<file path="src/rtl/cache_bus_arbiter_pkg.sv">
// cache_bus_arbiter_pkg: shared FSM states and one-hot owner encodings for the I$/D$ line-transfer arbiter
package cache_bus_arbiter_pkg;
  typedef enum logic [1:0] {ST_IDLE, ST_OWN_I, ST_OWN_D, ST_DONE} state_t;
  localparam logic [1:0] OWN_I = 2'b01;
  localparam logic [1:0] OWN_D = 2'b10;
endpackage

</file>
<file path="src/rtl/cache_bus_arbiter_beat_counter.sv">
// cache_bus_arbiter_beat_counter: per-transfer beat index with clear and last-beat flag
module cache_bus_arbiter_beat_counter #(
  parameter int W = 3
) (
  input  logic         clk,
  input  logic         rst_n,
  input  logic         en,
  input  logic         clr,
  output logic [W-1:0] count,
  output logic         last
);
  always_ff @(posedge clk or negedge rst_n)
    if (!rst_n) count <= '0;
    else if (clr) count <= '0;
    else if (en) count <= count + W'(1);
  assign last = &count;
endmodule

</file>
<file path="src/rtl/cache_bus_arbiter.sv">
// cache_bus_arbiter: grants the shared burst line port to I$ or D$, counts beats and acks the owner;
// a D$ writeback locks the next grant so its fill cannot be preempted by the I$.
module cache_bus_arbiter
  import cache_bus_arbiter_pkg::*;
#(
  parameter int PA_BITS = 34,
  parameter int LINELEN = 512,
  parameter int BUSW    = 64,
  parameter int LOGBWPL = 3
) (
  input  logic               clk,
  input  logic               reset,
  input  logic [1:0]         ICacheBusRW,
  input  logic [PA_BITS-1:0] ICacheBusAdr,
  input  logic [1:0]         DCacheBusRW,
  input  logic [PA_BITS-1:0] DCacheBusAdr,
  output logic               ICacheBusAck,
  output logic               DCacheBusAck,
  output logic [LOGBWPL-1:0] IBeatCount,
  output logic [LOGBWPL-1:0] DBeatCount,
  output logic               DSelBusBeat,
  output logic               BusReq,
  output logic               BusWrite,
  output logic [PA_BITS-1:0] BusAdr,
  input  logic               BusBeatDone,
  output logic [1:0]         Owner
);
  localparam logic [PA_BITS-1:0] LINE_MASK = PA_BITS'(LINELEN / 8 - 1);
  state_t state, state_next;
  logic own_d, lat_wr, last_d, dlock, ireq, dreq, grant_d, grant_i, owning, beat_last;
  logic [PA_BITS-1:0] lat_adr;
  logic [LOGBWPL-1:0] beat;
  logic unused;
  assign unused  = ICacheBusRW[0] ^ (BUSW == 0);
  assign ireq    = ICacheBusRW[1];
  assign dreq    = |DCacheBusRW;
  // D wins a tie when locked after its writeback, or when I held the port last
  assign grant_d = dreq & (~ireq | dlock | ~last_d);
  assign grant_i = ireq & ~grant_d;
  assign owning  = (state == ST_OWN_I) | (state == ST_OWN_D);
  cache_bus_arbiter_beat_counter #(.W(LOGBWPL)) u_beat (
    .clk(clk),
    .rst_n(reset),
    .en(owning & BusBeatDone),
    .clr(state == ST_DONE),
    .count(beat),
    .last(beat_last)
  );
  always_ff @(posedge clk or negedge reset)
    if (!reset) state <= ST_IDLE;
    else state <= state_next;
  always_comb begin
    state_next = state;
    case (state)
      ST_IDLE:            state_next = grant_d ? ST_OWN_D : grant_i ? ST_OWN_I : ST_IDLE;
      ST_OWN_I, ST_OWN_D: state_next = (BusBeatDone & beat_last) ? ST_DONE : state;
      default:            state_next = ST_IDLE;
    endcase
  end
  // Owner request is latched at grant so the transfer is committed regardless of later input changes
  always_ff @(posedge clk or negedge reset)
    if (!reset) begin
      own_d   <= 1'b0;
      lat_wr  <= 1'b0;
      last_d  <= 1'b0;
      dlock   <= 1'b0;
      lat_adr <= '0;
    end else begin
      if (state == ST_IDLE) begin
        dlock <= 1'b0;
        if (grant_d | grant_i) begin
          own_d   <= grant_d;
          lat_wr  <= grant_d & DCacheBusRW[0];
          lat_adr <= grant_d ? DCacheBusAdr : ICacheBusAdr;
        end
      end
      if (state == ST_DONE) begin
        last_d <= own_d;
        dlock  <= own_d & lat_wr;
      end
    end
  always_comb begin
    Owner        = state == ST_OWN_I ? OWN_I : state == ST_OWN_D ? OWN_D : 2'b00;
    BusReq       = owning;
    BusWrite     = (state == ST_OWN_D) & lat_wr;
    DSelBusBeat  = (state == ST_OWN_D) & lat_wr;
    BusAdr       = owning ? (lat_adr & ~LINE_MASK) : '0;
    IBeatCount   = state == ST_OWN_I ? beat : '0;
    DBeatCount   = state == ST_OWN_D ? beat : '0;
    ICacheBusAck = (state == ST_DONE) & ~own_d;
    DCacheBusAck = (state == ST_DONE) & own_d;
  end
endmodule

</file>
<file path="config.mk">
export PLATFORM = sky130hd
export DESIGN_NAME = cache_bus_arbiter
export DESIGN_NICKNAME = d
export VERILOG_FILES = /design/src/rtl/cache_bus_arbiter_pkg.sv /design/src/rtl/cache_bus_arbiter_beat_counter.sv /design/src/rtl/cache_bus_arbiter.sv
export SDC_FILE = /design/constraint.sdc
export NUM_CORES = 1
export LEC_CHECK = 0
export BUFFER_PORTS_ARGS = -buffer_cell sky130_fd_sc_hd__buf_2
export CAP_MARGIN = 0
export CORE_MARGIN = 1.5
export CORE_UTILIZATION = 40
export CTS_CLUSTER_SIZE = 40
export DETAILED_ROUTE_END_ITERATION = 10
export GPL_TIMING_DRIVEN = 0
export PLACE_DENSITY_LB_ADDON = 0.05
export SYNTH_ARGS = -nofsm -noshare
export SYNTH_HDL_FRONTEND = slang
export SYNTH_SLANG_ARGS = --single-unit
</file>
<file path="constraint.sdc">
create_clock -name clk -period 3.7 [get_ports clk]
set_input_delay 0.185 -clock clk [delete_from_list [all_inputs] [get_ports clk]]
set_output_delay 0.185 -clock clk [all_outputs]
set_load 0.01 [all_outputs]
</file>
==> impl_metrics.py, run 1 <==
metrics = {
    "critical_path": {
        "ff2ff_path_depth": 7,
        "critPathSlowestCell": "dfrtp_1",
        "crit_top_cell": "buf_2",
        "start_kind": "register",
        "cp.required_ns": 3.51,
        "path_class": "register to primary output",
        "cp_cell_sequence": "inv_1, ha_1, buf_2, clkbuf_1, and2_1, buf_2",
        "end_kind": "primary output",
        "slowest_delay_ns": 0.42,
        "worstPathArrival_ns": 2.01,
        "cp_max_fo": 10,
    },
    "place": {
        "pre_cts_ws_ns": 1.82,
        "dpl_cell_area_sq_um": 2800,
        "portBuffers": 102,
        "dp_hpwl_microns": 4340,
        "gp_congestion": 0.759,
        "dpl.cell_count": 434,
    },
    "synthesis": {
        "synth_top_area_cell": "dfrtp_1",
        "synth_cells": 257,
        "ys_ff_latch": 37,
        "netlist-cell-type-count": 28,
        "ys_seq_area_share_pct": 42.4,
        "synthFlopType": "dfrtp_1",
        "yosys.area.top_type_share_pct": 42.4,
        "synth_edf_count": 0,
        "netlist_area_sq_um": 2190,
        "yosys-top-cells-area": "dfrtp_1 42%, and2_1 10%, a31oi_1 8.0%",
        "syn_avg_cell_area_sq_um": 8.51,
        "async_reset_ff_share_pct": 100,
        "yosys_warnings": 0,
    },
    "hold_path": {
        "hp-class": "input pin to async pin",
    },
    "layout": {
        "drive_gt1_share_pct": 36.3,
        "layout_common_cells": "113 x buf_2, 37 x dfrtp_1, 36 x and2_1",
        "final_common_cell": "buf_2",
        "syn2layout_area_growth_pct": 32.9,
        "fin_area_sq_um": 2900,
        "diodes": 0,
        "fillers": 511,
        "nets": 453,
        "stdcell_count": 442,
    },
    "sta": {
        "whs_ns": -0.0102,
        "hold_viol": 37,
        "rsz0062_at_grt": "false",
        "setup_viol": 0,
        "tns_ns": 0,
        "clock.fmax_mhz": 455,
        "fin_crit_ns": 2.20,
        "slew_violations": 0,
        "worstMarginPinSlew_ns": 0.826,
        "max_slew_margin_pct": 44.9,
        "fin_crit_sh_pct": 59.4,
        "layout_setup_ws_ns": 1.50,
        "clock_skew_ns": 0.00743,
    },
    "cts": {
        "cts_tree": "yes",
        "ctsResizeCount": 0,
        "cts-root-buf": "clkbuf_8",
        "post_cts_buffers": 0,
        "clock_sinks": 37,
        "numCtsBuffers": 5,
        "postCtsHoldBufs": 0,
        "clk_pin_slew_ns": 0.07,
        "cts.htree.levels": 2,
        "clockBufferDepth": 2,
        "clk_latency_ns": 0.29,
    },
    "grt": {
        "grt_max_degree": 38,
        "grt_overflow_total": 0,
        "grt_pass1_vias": 2035,
        "antenna_found_initial": 0,
        "grt_pass1_wl_microns": 9830,
        "grt.total_usage_pct": 21.2,
    },
    "routing": {
        "drc_errors": 0,
        "via_per_inst": 4.95,
        "vias": 2188,
        "routed_wl_microns": 6120,
        "routed_wire_length_per_instance_microns": 13.9,
        "ant_nets": 0,
        "dr.pass1.iters": 4,
        "drtIter0Drc": 160,
    },
    "power": {
        "vdd_drop_max_mv": 0.392,
        "power_density_nw_per_um2": 849,
        "p_leak_nw": 1.45,
    },
    "floorplan": {
        "num_rows": 26,
        "initial_core_util_pct": 42.3,
        "io_pins": 122,
        "core_sq_um": 5170,
        "die_y_microns": 76.9,
        "dieArea_sq_um": 5920,
        "die_w_microns": 76.9,
    },
    "run": {
        "drv_cap": 0,
    },
    "run_status": {
        "status": "finished, violations left",
        "violations": "hold timing",
    },
}
## report_power, final
group	total, W	internal, W	switching [W]	leakage (nW)
sequential	0.000717	0.000610	0.000107	0.431
combinational	0.00144	0.000615	0.000821	0.964
clock	0.000312	0.000168	0.000144	0.0542
total	0.00246	0.00139	0.00107	1.45
## cells by family (layout without fill, tap and decap cells)
family / Yosys count / in the layout / share of synthesized area, %
muxes: 1 / 1 / 0.515
other: 1 / 6 / 0.172
xor gates and xnor gates: 1 / 1 / 0.401
AOI/OAI and AO/OA: 93 / 93 / 24.1
DFF: 37 / 37 / 42.4
buffers and inverters: 33 / 143 / 8.87
adders and majority gates: 7 / 7 / 4.01
and+or+nand+nor: 84 / 84 / 19.6
## stage by stage
step                      total power (W)  utilization [%]
after global routing              0.00269             56.1
after global placement            0.00215             54.2
after detailed placement          0.00217             54.2
after CTS                         0.00248             56.1
after floorplan                   0.00166                -
final                             0.00246             56.1
## routing by layer
| metal | share of wire, % | GRT usage, % | vias up |
|---|---|---|---|
| li1 | - | - | 1107 |
| met1 | 44 | 28.2 | 977 |
| met2 | 46 | 33.8 | 95 |
| met3 | 7.9 | 4.17 | 9 |
| met4 | 1.7 | 8.33 | 0 |
| met5 | 0 | 0 | - |
## critical path, delay by kind of cell, from the launching register on
kind                     cells  cell delay [ns]
flip-flops                   1             0.42
buffers and inverters        4             0.81
adder cells (fa/ha/maj)      1             0.29
AND/OR/NAND/NOR              1             0.19
## final timing paths
kind                            slack [ns]     endpoint        startpoint
min in group clk                      0.14  lat_adr[25]  ICacheBusAdr[25]
worst min register to register        0.51        dlock             dlock
worst min-delay path                 -0.01        dlock             reset
worst max-delay path                  1.50   BusAdr[22]          state[1]
max in group asynchronous             3.19  lat_adr[31]             reset
worst max register to register        2.03   lat_adr[6]          state[1]
## final cells by class
class	count	area (sq um)	share of cell area (%)
multi-input cells	192	1080	37.4
flip-flops and latches	37	926	31.9
repair buffers	102	510	17.6
plain buffers	30	183	6.29
clock buffers	7	96.3	3.32
well taps	70	87.6	3.02
inverters	3	11.3	0.388
clock inverters	1	5.00	0.172
## flip-flops by register name (all words and copies together) (netlist names)
signal	count
dlock	1
lat_adr	28
lat_wr	1
last_d	1
state	2
own_d	1
u_beat.count	3
## synth_stat cells, types with 3 or more instances
cell type   n
dfrtp_1    37
and2_1     36
a21oi_1    30
nor2_1     30
o21ai_0    29
a31oi_1    28
buf_2      11
buf_4       9
nand2_1     8
clkbuf_1    7
ha_1        7
nand3_1     5
buf_6       3
inv_1       3
No activity file was read; power rests on OpenSTA's default activity.
==> run 2, diff against run 1 <==
==> constraint.sdc (replaced) <==
create_clock -name clk -period 1.85 [get_ports clk]
set_input_delay 0.0925 -clock clk [delete_from_list [all_inputs] [get_ports clk]]
set_output_delay 0.0925 -clock clk [all_outputs]
set_load 0.01 [all_outputs]
==> impl_metrics.py, run 2 (synthesis gave the netlist of run 1 again) <==
metrics = {
    "layout": {
        "drive_gt1_share_pct": 37.6,
        "largestRegisters": "lat_adr x28, u_beat.count x3, state x2",
        "final_common_cell": "buf_2",
        "largest_reg_flops": 28,
        "final_core_util_pct": 57.2,
        "syn2layout_area_growth_pct": 35.4,
        "nets": 456,
        "diodes": 0,
        "layout_common_cells": "112 x buf_2, 37 x dfrtp_1, 36 x and2_1",
        "largest-register": "lat_adr",
    },
    "cts": {
        "cts_tree": "yes",
        "clk_pin_slew_ns": 0.07,
        "cts.htree.levels": 2,
        "cts-root-buf": "clkbuf_8",
        "clk_latency_ns": 0.29,
        "clock_sinks": 37,
        "clockBufferDepth": 2,
        "numCtsBuffers": 5,
    },
    "routing": {
        "dr.pass1.iters": 4,
        "vias": 2237,
        "drc_errors": 0,
        "routed_wl_microns": 6190,
        "drtIter0Drc": 159,
        "ant_nets": 0,
        "routed_wire_length_per_instance_microns": 13.9,
        "via_per_inst": 5.03,
    },
    "floorplan": {
        "io_pins": 122,
        "core_sq_um": 5170,
        "dieArea_sq_um": 5920,
        "die_w_microns": 76.9,
        "die_y_microns": 76.9,
        "initial_core_util_pct": 42.3,
        "num_rows": 26,
    },
    "critical_path": {
        "end_kind": "primary output",
        "path_buf_inv": 4,
        "crit_end": "BusAdr[12]",
        "ff2ff_setup_slack_ns": 0.22,
        "cp.required_ns": 1.76,
        "crit_family": "buffers and inverters",
        "r2r_start": "state[1]",
        "r2r_end": "lat_adr[6]",
        "start_kind": "register",
        "cp_max_fo": 10,
        "cp_cell_sequence": "inv_1, ha_1, buf_6, clkbuf_8, and2_1, buf_2",
        "critPathSlowestCell": "dfrtp_1",
        "slowest_delay_ns": 0.38,
        "ff2ff_path_depth": 7,
        "crit_cells": 6,
        "worstSetupStartpoint": "state[1]",
        "path_class": "register to primary output",
        "worstPathArrival_ns": 1.67,
    },
    "sta": {
        "setup_viol": 0,
        "whs_ns": 0.0442,
        "rsz0062_at_grt": "false",
        "worstMarginPinSlew_ns": 0.834,
        "clock.fmax_mhz": 569,
        "fin_crit_sh_pct": 95.0,
        "slew_violations": 0,
        "clock_skew_ns": 0.00829,
        "tns_ns": 0,
        "fin_crit_ns": 1.76,
        "max_slew_margin_pct": 44.4,
        "hold_viol": 0,
    },
    "grt": {
        "antenna_found_initial": 0,
        "grt_pass1_vias": 2052,
        "grt.total_usage_pct": 21.4,
        "grt_pass1_wl_microns": 9920,
        "grt_max_degree": 38,
        "grt_overflow_total": 0,
    },
    "run": {
        "drv_cap": 0,
    },
    "power": {
        "power_density_nw_per_um2": 1720,
        "p_leak_nw": 1.48,
        "vdd_drop_max_mv": 0.793,
    },
    "place": {
        "portBuffers": 102,
        "gp_congestion": 0.759,
        "dp_hpwl_microns": 4340,
    },
    "run_status": {
        "status": "finished, final reports clean",
    },
    "hold_path": {
        "hp-class": "input pin to register",
    },
}
run 2: repair_timing:
item | in CTS | in global routing
hold buffers | 1 | 0
resized for setup | 9 | 3
hold endpoints to repair | 37 | 0
setup endpoints to repair | 28 | 14
cloned | 0 | 0
setup buffers | 2 | 0
run 2: final cells by class:
cell class	instances	area (sq um)
repair buffers	105	536
clock buffers	7	96.3
plain buffers	30	213
fillers	504	2210
flip-flops and latches	37	926
multi-input cells	192	1080
well taps	70	87.6
clock inverters	1	5.00
inverters	3	11.3
run 2: stage by stage:
stage	instance area, sq um	std cells	setup WS (ns)	total power, W
finish	2960	445	0.0925	0.00508
global placement	2800	434	0.0789	0.00430
CTS	2960	445	0.0619	0.00510
detailed placement	2800	434	0.0596	0.00433
global route	2960	445	0.0196	0.00554
floorplan	2200	262	0.305	0.00332
run 2: worst register-to-register path, stage by stage (launching register included):
cell     delay (ns)
dfrtp_1        0.40
inv_1          0.09
ha_1           0.27
o31a_1         0.17
buf_4          0.17
buf_2          0.25
nor2_1         0.06
a21oi_1        0.14
run 2: worst min path at each step:
| stage | cells past startpoint | end | startpoint |
|---|---|---|---|
| final | 3 | lat_adr[25] | ICacheBusAdr[25] |
| after global routing | 3 | lat_adr[14] | ICacheBusAdr[14] |
| after CTS | 3 | lat_adr[25] | ICacheBusAdr[25] |
| after detailed placement | 1 | lat_adr[28] | reset |
| after global placement | 1 | lat_adr[28] | reset |
| after floorplan | 0 | dlock | reset |
run 2: report_power, final:
group          leakage, nW  switching, W  total (W)  internal [W]
registers            0.431      0.000205    0.00143       0.00122
logic                0.996       0.00167    0.00303       0.00136
clock network       0.0542      0.000288   0.000625      0.000337
run 2: metal layers:
layer	GRT usage, %	share of wire [%]	routed length (microns)
met4	8.33	1.7	104
met5	0	0	0
met1	28.4	45	2810
met3	4.17	6.7	417
met2	34.2	46	2860
